<file path="src/rtl/instruction_encoder.sv">
// rtl/instruction_encoder.sv - packs field-level instruction requests into 16-bit words
// and writes them sequentially into program memory.
module instruction_encoder #(
  parameter int ADDR_W = 4,
  parameter int DEPTH  = 16
) (
  input  logic              CLK,
  input  logic              RESET,
  input  logic              START,
  input  logic              IN_VALID,
  output logic              IN_READY,
  input  logic [1:0]        FMT,
  input  logic [5:0]        OPCODE,
  input  logic              REG_ADDR,
  input  logic [1:0]        REG_ADDR_STACK,
  input  logic [9:0]        OPERAND,
  output logic              MEM_WE,
  output logic [ADDR_W-1:0] MEM_ADDR,
  output logic [15:0]       MEM_DATA,
  output logic [ADDR_W:0]   WORD_COUNT,
  output logic              FULL,
  output logic              ERR,
  output logic              BUSY
);

  typedef enum logic [1:0] {IDLE, PACK, WRITE} state_t;

  state_t              state_q, state_d;
  logic [ADDR_W:0]     count_q, count_d;
  logic                err_q, err_d;
  logic [ADDR_W-1:0]   addr_q, addr_d;
  logic [15:0]         data_q, data_d;
  logic [1:0]          fmt_q;
  logic [5:0]          opc_q;
  logic                reg_q;
  logic [1:0]          stk_q;
  logic [9:0]          operand_q;
  logic [15:0]         word;
  logic                range_ok;
  logic                full;
  logic                accept;

  assign full     = (count_q == (ADDR_W+1)'(DEPTH));
  assign IN_READY = (state_q == IDLE) && !full && !START;
  assign accept   = IN_VALID && IN_READY;

  // Word assembly and operand range check from the held fields only.
  always_comb begin
    word     = 16'h0000;
    range_ok = 1'b1;
    case (fmt_q)
      2'd0: begin
        word     = {opc_q, reg_q, operand_q[8:0]};
        range_ok = !operand_q[9];
      end
      2'd1: begin
        word     = {opc_q, stk_q, operand_q[7:0]};
        range_ok = (operand_q[9:8] == 2'b00);
      end
      2'd2: word = {opc_q, operand_q};
      default: begin
        word     = {opc_q, 10'b0};
        range_ok = (operand_q == 10'd0);
      end
    endcase
  end

  always_comb begin
    state_d = state_q;
    count_d = count_q;
    err_d   = err_q;
    addr_d  = addr_q;
    data_d  = data_q;
    if (START) begin
      state_d = IDLE;
      count_d = '0;
      err_d   = 1'b0;
    end else begin
      case (state_q)
        IDLE: if (accept) state_d = PACK;
        PACK: begin
          if (!range_ok) begin
            err_d   = 1'b1;
            state_d = IDLE;
          end else begin
            data_d  = word;
            addr_d  = count_q[ADDR_W-1:0];
            state_d = WRITE;
          end
        end
        WRITE: begin
          count_d = count_q + 1'b1;
          state_d = IDLE;
        end
        default: state_d = IDLE;
      endcase
    end
  end

  always_ff @(posedge CLK or negedge RESET) begin
    if (!RESET) begin
      state_q   <= IDLE;
      count_q   <= '0;
      err_q     <= 1'b0;
      addr_q    <= '0;
      data_q    <= 16'h0000;
      fmt_q     <= 2'd0;
      opc_q     <= 6'd0;
      reg_q     <= 1'b0;
      stk_q     <= 2'd0;
      operand_q <= 10'd0;
    end else begin
      state_q <= state_d;
      count_q <= count_d;
      err_q   <= err_d;
      addr_q  <= addr_d;
      data_q  <= data_d;
      if (accept) begin
        fmt_q     <= FMT;
        opc_q     <= OPCODE;
        reg_q     <= REG_ADDR;
        stk_q     <= REG_ADDR_STACK;
        operand_q <= OPERAND;
      end
    end
  end

  // Strobe is gated by START so an abort in WRITE never reaches memory.
  assign MEM_WE     = (state_q == WRITE) && !START;
  assign MEM_ADDR   = addr_q;
  assign MEM_DATA   = data_q;
  assign WORD_COUNT = count_q;
  assign FULL       = full;
  assign ERR        = err_q;
  assign BUSY       = (state_q != IDLE);

endmodule
</file>
<file path="config.mk">
export PLATFORM = sky130hd
export DESIGN_NAME = instruction_encoder
export DESIGN_NICKNAME = d
export VERILOG_FILES = /design/src/rtl/instruction_encoder.sv
export SDC_FILE = /design/constraint.sdc
export NUM_CORES = 1
export LEC_CHECK = 0
export BUFFER_PORTS_ARGS = -buffer_cell sky130_fd_sc_hd__buf_2
export CAP_MARGIN = 20
export CORE_MARGIN = 8
export CORE_UTILIZATION = 30
export CTS_CLUSTER_SIZE = 10
export DETAILED_ROUTE_END_ITERATION = 10
export GPL_ROUTABILITY_DRIVEN = 0
export PLACE_DENSITY = 0.58
export SLEW_MARGIN = 0
export SYNTH_ARGS = -nofsm -noshare
export SYNTH_HDL_FRONTEND = slang
export SYNTH_SLANG_ARGS = --single-unit
</file>
<file path="constraint.sdc">
create_clock -name CLK -period 1.8 [get_ports CLK]
set_input_delay 0.18 -clock CLK [delete_from_list [all_inputs] [get_ports CLK]]
set_output_delay 0.18 -clock CLK [all_outputs]
set_load 0.05 [all_outputs]
</file>
-- Word level (Yosys, flattened, before mapping)
Index checks and enable logic that the tools add are counted.
- output and inout bits: 30
- flip-flop bits (word level): 49
- word-level logic and storage cells: 46
- bits of input ports: 25
- reductions and logical operators: 16
- $add $sub $neg: 1
- equal/unequal tests: 7
- multiplexer cells: 11
- bitwise logic cells: 1
- operator list (cell ; count):
    10-bit one-hot mux with 3 select lines ; 1
    10-bit logical NOT ; 1
    5-bit two-way mux ; 2
    2-bit logical NOT ; 3
    2-bit two-way mux ; 3
    2-bit nonzero test ; 3
    5-bit by 1-bit adder with 5-bit output (second input constant) ; 1
    5-bit == test (second input constant) ; 1
    2-bit by 1-bit == test with 1-bit output (second input constant) ; 2
    2-bit == test (second input constant) ; 2
    1-bit logical AND ; 4
    2-bit one-hot mux with 2 select lines ; 1
    1-bit logical NOT ; 3
    1-bit two-way mux ; 3
    3-bit != test (second input constant) ; 1
    1-bit one-hot mux with 3 select lines ; 1
    3-bit AND reduction ; 1
    2-bit != test (second input constant) ; 1
    2-bit AND reduction ; 1
    1-bit inverter ; 1

-- Depth between registers and ports, before layout
Gate-level depths: netlist (run 1).
- depth in word-level cells: 8
- depth in mapped cells: 7
- depth with buffers taken out: 6

-- Worst setup path after synthesis (run 1)
Ideal clock, no wire load.
- path type: register to register
- start: register count_q[0] (netlist: WORD_COUNT[0])
- end: register reg_q
- data required time: 1.673 ns
- setup slack: -1.002 ns
- path buffers: 1
- clock period less this slack: 2.802 ns
- stages on the path, launching flop included: 8
- arrival time: 2.674 ns
- library setup time: 0.127 ns
- cell sequence: dfrtp_1 -> inv_1 -> ha_1 -> and4bb_1 -> nor4_4 -> nand2_2 -> buf_6 -> mux2_1
- word-level cells in the longest chain between the ends: 5
- RTL lines (what ; RTL line ; source):
    from (decl) ; 29 ; logic [ADDR_W:0] count_q, count_d;
    from (signal assigned) ; 114 ; count_q <= count_d;
    5-bit == test ; 43 ; assign full = (count_q == (ADDR_W+1)'(DEPTH));
    via FULL ; 21 ; output logic FULL,
    1-bit logical NOT ; 44 ; assign IN_READY = (state_q == IDLE) && !full && !START;
    1-bit logical AND (2 in series) ; 44 ;
    via IN_READY ; 11 ; output logic IN_READY,
    1-bit logical AND ; 45 ; assign accept = IN_VALID && IN_READY;
    to (signal assigned) ; 109 ; reg_q <= 1'b0;
    to (signal assigned) ; 121 ; reg_q <= REG_ADDR;
    to (decl) ; 35 ; logic reg_q;
The timed path passes the listed nets, and every way through them passes these cells.
A chain may end at the register's enable or synchronous reset.

-- Final worst setup path (run 1)
- start: register count_q[1] (netlist: WORD_COUNT[1])
- end: output port IN_READY
- word-level cells in the longest chain between the ends: 4
- RTL lines (what ; RTL line):
    5-bit == test ; 43
    1-bit logical NOT ; 44
    1-bit logical AND (2 in series) ; 44
    to (decl) ; 11
No other way between the ends.

==> metrics.txt, run 1 <==
Warnings, synthesis 0; post-synthesis register bit count 49; NetSw 1493 uW; Syn Nets 171; CTS buffer count 5; routed vias/inst 4.548; crit path DAT 1530 ps; Mapped Cells 144; core footprint 6644 um2; # setup viols final 0; Worst setup EP type primary output; IO Count 55; Fillers 646; DR pass1 iterations 4; CTS tree built; largest area contributor in the netlist dfrtp_1; first-pass GRT wire length 7679 um; Initial Util 0.3040; # rows 30; CP Launch Point WORD_COUNT[1]$_DFFE_PN0P_; nets 240; Final period util 0.9522; DP HPWL 3414 um; DR WL/cell 15.11 um; via count 1337; Startpoint Class flip-flop; grt total ovfl 0; Post-route DRC 0; Synth area leaders dfrtp_1 61%, mux2_2 16%, a22o_1 3.5%; Post-synth EDFFs 0; WHS 109.3 ps; fin crit period between 1500 and 2000 ps; Internal 2192 uW; Post-CTS Setup Bufs 0; Worst Setup EP IN_READY; CP required 1620 ps; unrepaired setup endpoints after global routing yes; H-tree lvl count 2; Fin Clk Skew ~5.8 ps; worst rel slew slack 0.6699; clock share of power 0.189; root cell of the clock tree clkbuf_8; worst-case reg-to-reg path depth 5; Synth top area share 0.6072; critical register-to-register path endpoint MEM_ADDR[2]$_DFFE_PN0P_; largest net degree at the start of global routing 23; die area approximately 9600 um2; Final Instance Area 2613 um2; die height 98.05 um; Avg Inst Size Synth 14.02 um2; most common cell after layout, fill and taps aside buf_2; final wirelength 4441 um; R2R Setup Slk 90 ps; Area Overhead vs Synth 29.37%; initial antenna violation count 0; PwrDens 1410 nW/um2; status complete, no violations; Setup WS post-layout 85.99 ps; final count of hold timing violations 0; worst min path class input port to flip-flop; critical path class flip-flop to primary output; Worst-path clk slew 90 ps; clk sinks ~50; worst-case clock buffer depth 2; worst-skew pair later-pin latency 300 ps; # diodes 0; post-synthesis cell area about 2000 um2; # port buffers between 50 and 60; Max-cap violations 0; Sequential Power Share 0.430; P_leak 0.001265 uW; Max Freq 583.4 MHz; reg2reg start operand_q[9]$_DFFE_PN0P_; asr flop ratio synth 1.000; Setup Slack @ Placement -16.51 ps; Seq/Total Area, Yosys 0.6072; layout cells sized above 1 0.5607; All-Layer GR Usage 0.1005; Synth Flop Type dfrtp_1; vias in the first global route 1454; CP Max Fanout 3; Gate power share 0.382; remaining antenna violation count 0; iteration-0 DRC count of the detailed router 51; Max Slew Vio Count 0; commonest non-fill, non-tap cells in the layout 53 x buf_2, 45 x dfrtp_1, 29 x mux2_2, 10 x buf_4, 9 x nor2_1; Die X 98.05 um; post-layout util 0.3932; Switching Share 0.4052; Synth cell types 31; Peak VDD IR 0.6228 mV; Post-DP Area 2465 um2; Tightest Pin Transition 495.2 ps
==> flip-flops by register name, indices dropped and copies added, names as in the netlist <==
name        cells
ERR             1
MEM_ADDR        4
MEM_DATA       16
WORD_COUNT      5
fmt_q           2
opc_q           6
operand_q      10
reg_q           1
state_q         2
stk_q           2
==> cell usage after synthesis, types with 2 or more instances <==
cell type and number:
nand4_1 2, buf_6 3, mux2_2 29, nand2_1 3
inv_1 5, nor2b_1 2, ha_1 2, a21oi_1 4
o21ai_0 5, dfrtp_1 49, a22o_1 8, nor3_1 3
nor2_1 9, xor2_1 3
==> power by group through the flow <==
stage               registers (uW)  logic [uW]  clock network, uW
floorplan                     2240         381                  0
global placement              1600        1400                  0
detailed placement            1590        1420                  0
CTS                           1580        1430                723
global route                  1630        1490                766
finish                        1580        1410                695
==> worst min path at each step <==
stage                     cells after the start  slack [ps]                        to       from
final                                         2         110      opc_q[1]$_DFFE_PN0P_  OPCODE[1]
after global routing                          2          90      fmt_q[0]$_DFFE_PN0P_     FMT[0]
after CTS                                     2         100      opc_q[2]$_DFFE_PN0P_  OPCODE[2]
after detailed placement                      1         170  operand_q[6]$_DFFE_PN0P_      RESET
after global placement                        1         160  operand_q[6]$_DFFE_PN0P_      RESET
after floorplan                               0        -120           ERR$_DFFE_PN0P_      RESET
==> worst max-delay path: stages (launching register included) <==
cell      delay (ps)
dfrtp_2          370
inv_2             50
ha_4             150
and4bb_4         200
nor4_4           160
buf_4            170
buf_8            140
==> layout make-up <==
cell class | instances | area, um2 | share of cell area
tap | 80 | 100.1 | 0.03831
clock inverter | 1 | 5.005 | 0.001916
sequential | 49 | 1231 | 0.4713
inverter | 6 | 25.02 | 0.009579
clock buffer | 7 | 96.34 | 0.03688
multi-input combinational | 84 | 749.5 | 0.2869
timing repair buffer | 67 | 405.4 | 0.1552
==> per-layer routing <==
layer  track usage  vias up  wire [um]
li1              -      653          -
met1        0.1283      647       2135
met2        0.1586       32       2013
met3       0.02987        5        234
met4       0.03237        0         57
met5             0        -          0
==> what timing repair did <==
| action | in CTS | in global routing |
|---|---|---|
| pin swaps | 1 | 0 |
| hold buffers | 1 | 0 |
| hold endpoints to repair | 18 | 0 |
| setup endpoints to repair | 10 | 15 |
| resized for setup | 4 | 3 |
==> cell families after synthesis <==
kind of cell    count (synthesis)  synth area share
fa+ha+maj                       2           0.01239
compound gates                 21           0.07435
simple gates                   26           0.07745
xor+xnor                        4           0.01735
mux                            31            0.1722
flops                          49            0.6072
buf+inv                        11           0.03903
==> per-stage QoR <==
step                total power (uW)  instances  setup TNS [ps]
floorplan                       2621        144          -15210
global placement                2998        285               0
detailed placement              3015        285          -59.12
CTS                             3730        294               0
global route                    3886        294          -1.726
finish                          3685        294               0
Power figures use the tool's default switching activity.
==> run 2, diff against run 1 <==
--- a/config.mk
+++ b/config.mk
@@ -8,11 +8,11 @@
 export BUFFER_PORTS_ARGS = -buffer_cell sky130_fd_sc_hd__buf_2
 export CAP_MARGIN = 20
 export CORE_MARGIN = 8
-export CORE_UTILIZATION = 30
+export CORE_UTILIZATION = 51
 export CTS_CLUSTER_SIZE = 10
 export DETAILED_ROUTE_END_ITERATION = 10
 export GPL_ROUTABILITY_DRIVEN = 0
-export PLACE_DENSITY = 0.58
+export PLACE_DENSITY = 0.85
 export SLEW_MARGIN = 0
 export SYNTH_ARGS = -nofsm -noshare
 export SYNTH_HDL_FRONTEND = slang
==> run 2 against run 1 <==
Die area decreased by 35%. Flip-flop and latch count unchanged. Final cell count decreased by 8.8%. Total power decreased by 0.32%. Worst hold slack got worse by 5.6 ps. Via count increased by 4.7%. Wire length decreased by 1.2%. Final area decreased by 1.7%. Core utilization increased by 26 points. Largest cell class unchanged. Sequential power about the same.
==> metrics.txt, run 2 (same netlist as run 1, synthesis figures left out) <==
Post-route DRC 0 (unchanged); Internal 2162 uW (-1.3%); critical register-to-register path endpoint MEM_DATA[10]$_DFFE_PN0P_; worst min path class input port to flip-flop; H-tree lvl count 2 (unchanged); Switching Share 0.4113 (+0.006111); routed vias/inst 5.224 (+15%); Die X 78.93 um (-20%); Peak VDD IR 0.9975 mV (+60%); slowest stage delay, CP 410 ps (+40 ps); crit path DAT 1950 ps (+420 ps); first-pass GRT wire length 7127 um (-7.2%); CTS buffer count 5 (unchanged); Worst Setup EP MEM_DATA[10]$_DFFE_PN0P_; hold_sp OPCODE[1]; setup TNS 0 ps (unchanged); CTS tree built; Fin Clk Skew 5.286 ps (-0.5339 ps); Max Slew Vio Count 0 (unchanged); Max-cap violations 0 (unchanged); DP HPWL 3232 um (-5.3%); Final period util 0.9759 (+0.02372); fin crit period 1757 ps (+42.70 ps); IO Count 55 (unchanged); clk sinks 49 (unchanged); Max Freq 569.2 MHz (-2.4%); final count of hold timing violations 0 (unchanged); CP Max Fanout 5 (+2); All-Layer GR Usage 0.1460 (+0.04547); M1 WL 1971 um (-7.7%); remaining antenna violation count 0 (unchanged); core footprint 3914 um2 (-41%); Worst setup EP type flip-flop; DR WL/cell 16.37 um (+8.4%); CP max stage cell dfrtp_1; met2 routed WL 2048 um (+1.7%); R2R Setup Slk 40 ps (-40 ps); Startpoint Class flip-flop; layout cells sized above 1 0.5642 (+0.003473); initial antenna violation count 0 (unchanged); P_leak 0.001265 uW (about the same); Final Instance Area 2567 um2 (-1.7%); Tightest Pin Transition 506.1 ps (+10.83 ps); reg2reg start operand_q[5]$_DFFE_PN0P_; CP Launch Point operand_q[5]$_DFFE_PN0P_; root cell of the clock tree clkbuf_8; Sequential Power Share 0.432 (+0.002); # port buffers 54 (unchanged); final wirelength 4387 um (-1.2%); commonest non-fill, non-tap cells in the layout 53 x buf_2, 46 x dfrtp_1, 29 x mux2_2, 13 x buf_4, 9 x nor2_1; worst-case clock buffer depth 2 (unchanged); iteration-0 DRC count of the detailed router 63 (+24%); # diodes 0 (unchanged); most common cell after layout, fill and taps aside buf_2; die height 78.93 um (-20%); Post-DP Area 2407 um2 (-2.3%); metal3 WL 298 um (+27%); uppermost layer routed met4; crit path cell chain nor4_2, a31oi_1, or2_4, inv_4, mux2_2; NetSw 1511 uW (+1.2%); vias in the first global route 1524 (+4.8%); critical path class flip-flop to flip-flop; Gate power share 0.389 (+0.007); grt total ovfl 0 (unchanged); Worst-path clk slew 80 ps (about the same); max reg flops 16 (unchanged); worst rel slew slack 0.6626 (-0.007221); DR pass1 iterations 4 (unchanged); CP required 1990 ps (+370 ps); via count 1400 (+4.7%); status complete, no violations; # setup viols final 0 (unchanged); clock share of power 0.180 (-0.009); worst-skew pair later-pin latency 300 ps (about the same); Fillers 309 (-52%); worst-case reg-to-reg path depth 5 (unchanged); Area Overhead vs Synth 27.14%; Initial Util 0.5160 (+0.2120); die area 6229 um2 (-35%); Tot Pwr 3673 uW (-0.32%); nets 244 (+1.7%); # rows 23 (-23%); PwrDens 1431 nW/um2 (+1.4%); WHS 103.7 ps (-5.602 ps); largest net degree at the start of global routing 29 (+26%)
==> run 2: cell count changes in the layout (fill, tap and decap cells not counted), sizes merged <==
cell	delta
clkinvlp	+2
buf	+3
clkinv	-1
==> run 2: repair_timing <==
| action | CTS | global route |
|---|---|---|
| hold buffers | 1 | 0 |
| endpoints found under the setup margin | 15 | 9 |
| hold endpoints to repair | 21 | 0 |
| cloned | 0 | 1 |
| resized for setup | 3 | 2 |
| setup buffers | 0 | 4 |
| pin swaps | 1 | 4 |
==> run 2: routing by layer <==
metal / global-route usage / vias up
met1: 0.1771 / 699
met3: 0.05418 / 6
met2: 0.2295 / 39
met4: 0.06111 / 0
li1: - / 656
met5: 0 / -
==> run 2: stage by stage <==
step | std cells | utilization | setup WS (ps)
2_1_floorplan | 144 | - | -737.8
4_1_cts | 263 | 0.6448 | 29.33
3_3_place_gp | 254 | 0.6151 | 66.64
3_5_place_dp | 254 | 0.6151 | -46.86
5_1_grt | 268 | 0.6560 | -0.3353
6_report | 268 | 0.6560 | 43.30
==> run 2: how the worst min path moves through the flow <==
stage                                    end  depth (start not counted)
floorplan                    ERR$_DFFE_PN0P_                          0
global placement     MEM_DATA[6]$_DFFE_PN0P_                          1
detailed placement  operand_q[5]$_DFFE_PN0P_                          1
CTS                 operand_q[4]$_DFFE_PN0P_                          2
global route        operand_q[4]$_DFFE_PN0P_                          2
finish                  opc_q[1]$_DFFE_PN0P_                          2
==> run 2: power by group through the flow <==
| stage | Clock, uW | Sequential, uW | Combinational, uW |
|---|---|---|---|
| finish | 660 | 1590 | 1430 |
| global route | 720 | 1620 | 1500 |
| CTS | 682 | 1580 | 1420 |
| detailed placement | 0 | 1600 | 1410 |
| global placement | 0 | 1590 | 1380 |
| floorplan | 0 | 2240 | 381 |
==> run 2: layout make-up <==
cell class / instances / area, um2 / area share
Inverter: 6 / 25.02 / 0.009747
Clock inverter: 1 / 7.507 / 0.002924
Multi-Input combinational cell: 84 / 733.2 / 0.2856
Clock buffer: 7 / 86.33 / 0.03363
Sequential cell: 49 / 1230 / 0.4790
Tap cell: 50 / 62.56 / 0.02437
Timing Repair Buffer: 70 / 415.4 / 0.1618
Timing Repair inverter: 1 / 7.507 / 0.002924
==> run 2: worst max-delay path, delay by kind of cell, from the launching register on <==
kind,cells,cell delay (ps)
AOI/OAI and AO/OA,1,150
DFF,1,410
buffers and inverters,1,100
muxes,1,340
and+or+nand+nor,2,640
==> run 3, diff against run 2 <==
--- a/config.mk
+++ b/config.mk
@@ -5,14 +5,16 @@
 export SDC_FILE = /design/constraint.sdc
 export NUM_CORES = 1
 export LEC_CHECK = 0
+export ABC_AREA = 1
 export BUFFER_PORTS_ARGS = -buffer_cell sky130_fd_sc_hd__buf_2
 export CAP_MARGIN = 20
 export CORE_MARGIN = 8
-export CORE_UTILIZATION = 51
+export CORE_UTILIZATION = 55
+export CTS_BUF_LIST = sky130_fd_sc_hd__clkbuf_8
 export CTS_CLUSTER_SIZE = 10
 export DETAILED_ROUTE_END_ITERATION = 10
 export GPL_ROUTABILITY_DRIVEN = 0
-export PLACE_DENSITY = 0.85
+export PLACE_DENSITY = 0.88
 export SLEW_MARGIN = 0
 export SYNTH_ARGS = -nofsm -noshare
 export SYNTH_HDL_FRONTEND = slang
==> run 3 against run 2 <==
Clock skew up 4.4 ps. Via count up 31%. Wire length up 16%. Core utilization down 0.92 points. Count of clock-buffer cells in the layout down 2. Non-clock buffer count down 10. Flip-flop and latch count unchanged. Clock power down 3.8%. Sequential share of layout area down 3.7 points. Maximum frequency up 3.6%. Critical path type is now flip-flop to primary output. Highest routed layer unchanged.
==> metrics.txt, run 3 <==
Avg Inst Size Synth 9.539 um2 (-32%); Post-synth top cells 49 x dfrtp_1, 48 x nand2_2, 47 x nand2_1, 22 x nand4_1, 18 x inv_1; Setup Slack @ Placement 226.9 ps (+273.8 ps); layout cells sized above 1 0.4630 (-0.1012); WHS 64.74 ps (-38.97 ps); DR WL/cell 14.07 um (-14%); remaining antenna violation count 0 (unchanged); max reg flops 16 (unchanged); Reg area 1229 um2 (-0.10%); Seq/Total Area, Yosys 0.5041 (-0.1031); Post-route DRC 0 (unchanged); Synth cell types 27 (-13%); worst min path class input port to flip-flop; # diodes 0 (unchanged); Max-cap violations 0 (unchanged); worst-case clock buffer depth 2 (unchanged); Inst Count DP 354 (+39%); CP Max Fanout 6 (+1); M1 WL 2302 um (+17%); # setup viols final 0 (unchanged); Max Freq 589.5 MHz (+3.6%); post-synthesis register bit count 49 (unchanged); Mapped Cells 255 (+77%); grt total ovfl 0 (unchanged); IO Count 55 (unchanged); commonest non-fill, non-tap cells in the layout 52 x buf_2, 48 x nand2_2, 47 x dfrtp_1, 47 x nand2_1, 22 x nand4_1; first-pass GRT wire length 8293 um (+16%); fin crit period 1696 ps (-60.32 ps); Die X 82.50 um (+4.5%); routed vias/inst 5.058 (-3.2%); Setup WS post-layout 103.6 ps (+60.32 ps); P_leak 0.001494 uW (+18%); Post-synth EDFFs 0 (unchanged); Final period util 0.9424 (-0.03351); met2 routed WL 2327 um (+14%); uppermost layer routed met4; largest area contributor in the netlist dfrtp_1; Syn Nets 282 (+65%); Area Overhead vs Synth 14.20%; critical path class flip-flop to primary output; Non-Filler Instances 363 (+35%); vias in the first global route 1779 (+17%); die height 82.50 um (+4.5%); Peak VDD IR 0.4810 mV (-52%); metal3 WL 346 um (+16%); Fin Clk Skew 9.663 ps (+4.377 ps); Fillers 342 (+11%); most numerous cell in the Yosys netlist dfrtp_1; Max Slew Vio Count 0 (unchanged); initial antenna violation count 0 (unchanged); Tightest Pin Transition 544.1 ps (+38.08 ps); Final Instance Area 2778 um2 (+8.2%); via count 1836 (+31%); # rows 24 (+4.3%); worst-skew pair later-pin latency 310 ps (about the same); Tot Pwr 3559 uW (-3.1%); Startpoint Class flip-flop; final wirelength 5109 um (+16%); CP required 1620 ps (-370 ps); most common cell after layout, fill and taps aside buf_2; PwrDens 1281 nW/um2 (-10%); clk sinks 49 (unchanged); Worst-path clk slew 90 ps (about the same); largest net degree at the start of global routing 33 (+14%); crit path DAT 1520 ps (-430 ps); CTS tree built; worst rel slew slack 0.6372 (-0.02539); Worst setup EP type primary output; # port buffers 54 (unchanged); asr flop ratio synth 1.000 (unchanged); iteration-0 DRC count of the detailed router 158 (+150%); nets 337 (+38%); H-tree lvl count 2 (unchanged); CTS buffer count 5 (unchanged); Post-CTS Setup Bufs 0 (unchanged); Initial Util 0.5664 (+0.05045); All-Layer GR Usage 0.1595 (+0.01348); final count of hold timing violations 0 (unchanged); Synth Flop Type dfrtp_1; Warnings, synthesis 0 (unchanged); core footprint 4294 um2 (+9.7%); multi-input logic area 978.4 um2 (+33%); post-synthesis cell area 2432 um2 (+20%); root cell of the clock tree clkbuf_8; Synth area leaders dfrtp_1 50%, nand2_2 12%, nand2_1 7.3%; DP HPWL 3839 um (+19%); Synth top area share 0.5041 (-0.1031); DR pass1 iterations 4 (unchanged); die area 6806 um2 (+9.3%); Post-DP Area 2675 um2 (+11%); status complete, no violations
## run 3: final timing paths
check / startpoint / to / slack (ps) / cells past startpoint
min in group asynchronous: RESET / MEM_ADDR[1]$_DFFE_PN0P_ / 370 / 2
min reg2reg: MEM_DATA[0]$_DFFE_PN0P_ / MEM_DATA[0]$_DFFE_PN0P_ / 480 / 2
max: WORD_COUNT[0]$_DFFE_PN0P_ / IN_READY / 100 / 6
max in group asynchronous: RESET / fmt_q[0]$_DFFE_PN0P_ / 830 / 3
min: OPERAND[1] / operand_q[1]$_DFFE_PN0P_ / 60 / 3
max reg2reg: WORD_COUNT[0]$_DFFE_PN0P_ / operand_q[3]$_DFFE_PN0P_ / 160 / 9
## run 3: metrics by stage
step           utilization  TNS (ps)
2_1_floorplan            -         0
3_3_place_gp        0.6230         0
3_5_place_dp        0.6230         0
4_1_cts             0.6457         0
5_1_grt             0.6469    -12.29
6_report            0.6469         0
## run 3: layer usage
layer,up-vias,track usage
li1,920,-
met4,0,0.06897
met2,57,0.2381
met5,-,0
met1,847,0.2101
met3,12,0.04870
## run 3: area by class of cell
cell class | count | area share
well taps | 52 | 0.02342
flip-flops and latches | 49 | 0.4423
clock inverters | 3 | 0.006757
inverters | 24 | 0.03423
repair buffers | 60 | 0.1162
clock buffers | 5 | 0.02477
multi-input cells | 170 | 0.3523
## run 3: worst max-delay path, cell delays in order (launching register included)
cell and delay, ps:
dfrtp_2 420, inv_1 80, ha_1 200, nand4_1 110
nand2_1 80, inv_2 80, clkbuf_4 240
## run 3: power breakdown
group          switching (uW)  leakage, uW  internal, uW  total [uW]
sequential                167     0.000629          1350        1520
clock                     367    0.0000416           268         635
combinational            1050     0.000823           361        1410
## run 3: cells by family (layout without fill, tap and decap cells)
group | after synthesis | in the layout | share of synthesized area
compound gates | 20 | 20 | 0.06533
simple gates | 148 | 148 | 0.3266
buf+inv | 36 | 92 | 0.09362
flops | 49 | 49 | 0.5041
fa+ha+maj | 2 | 2 | 0.01029
## run 3: repair_timing
action	4_1_cts	5_1_grt
endpoints found under the setup margin	0	2
hold endpoints to repair	23	0
hold buffers	1	0
gates resized for setup	0	2
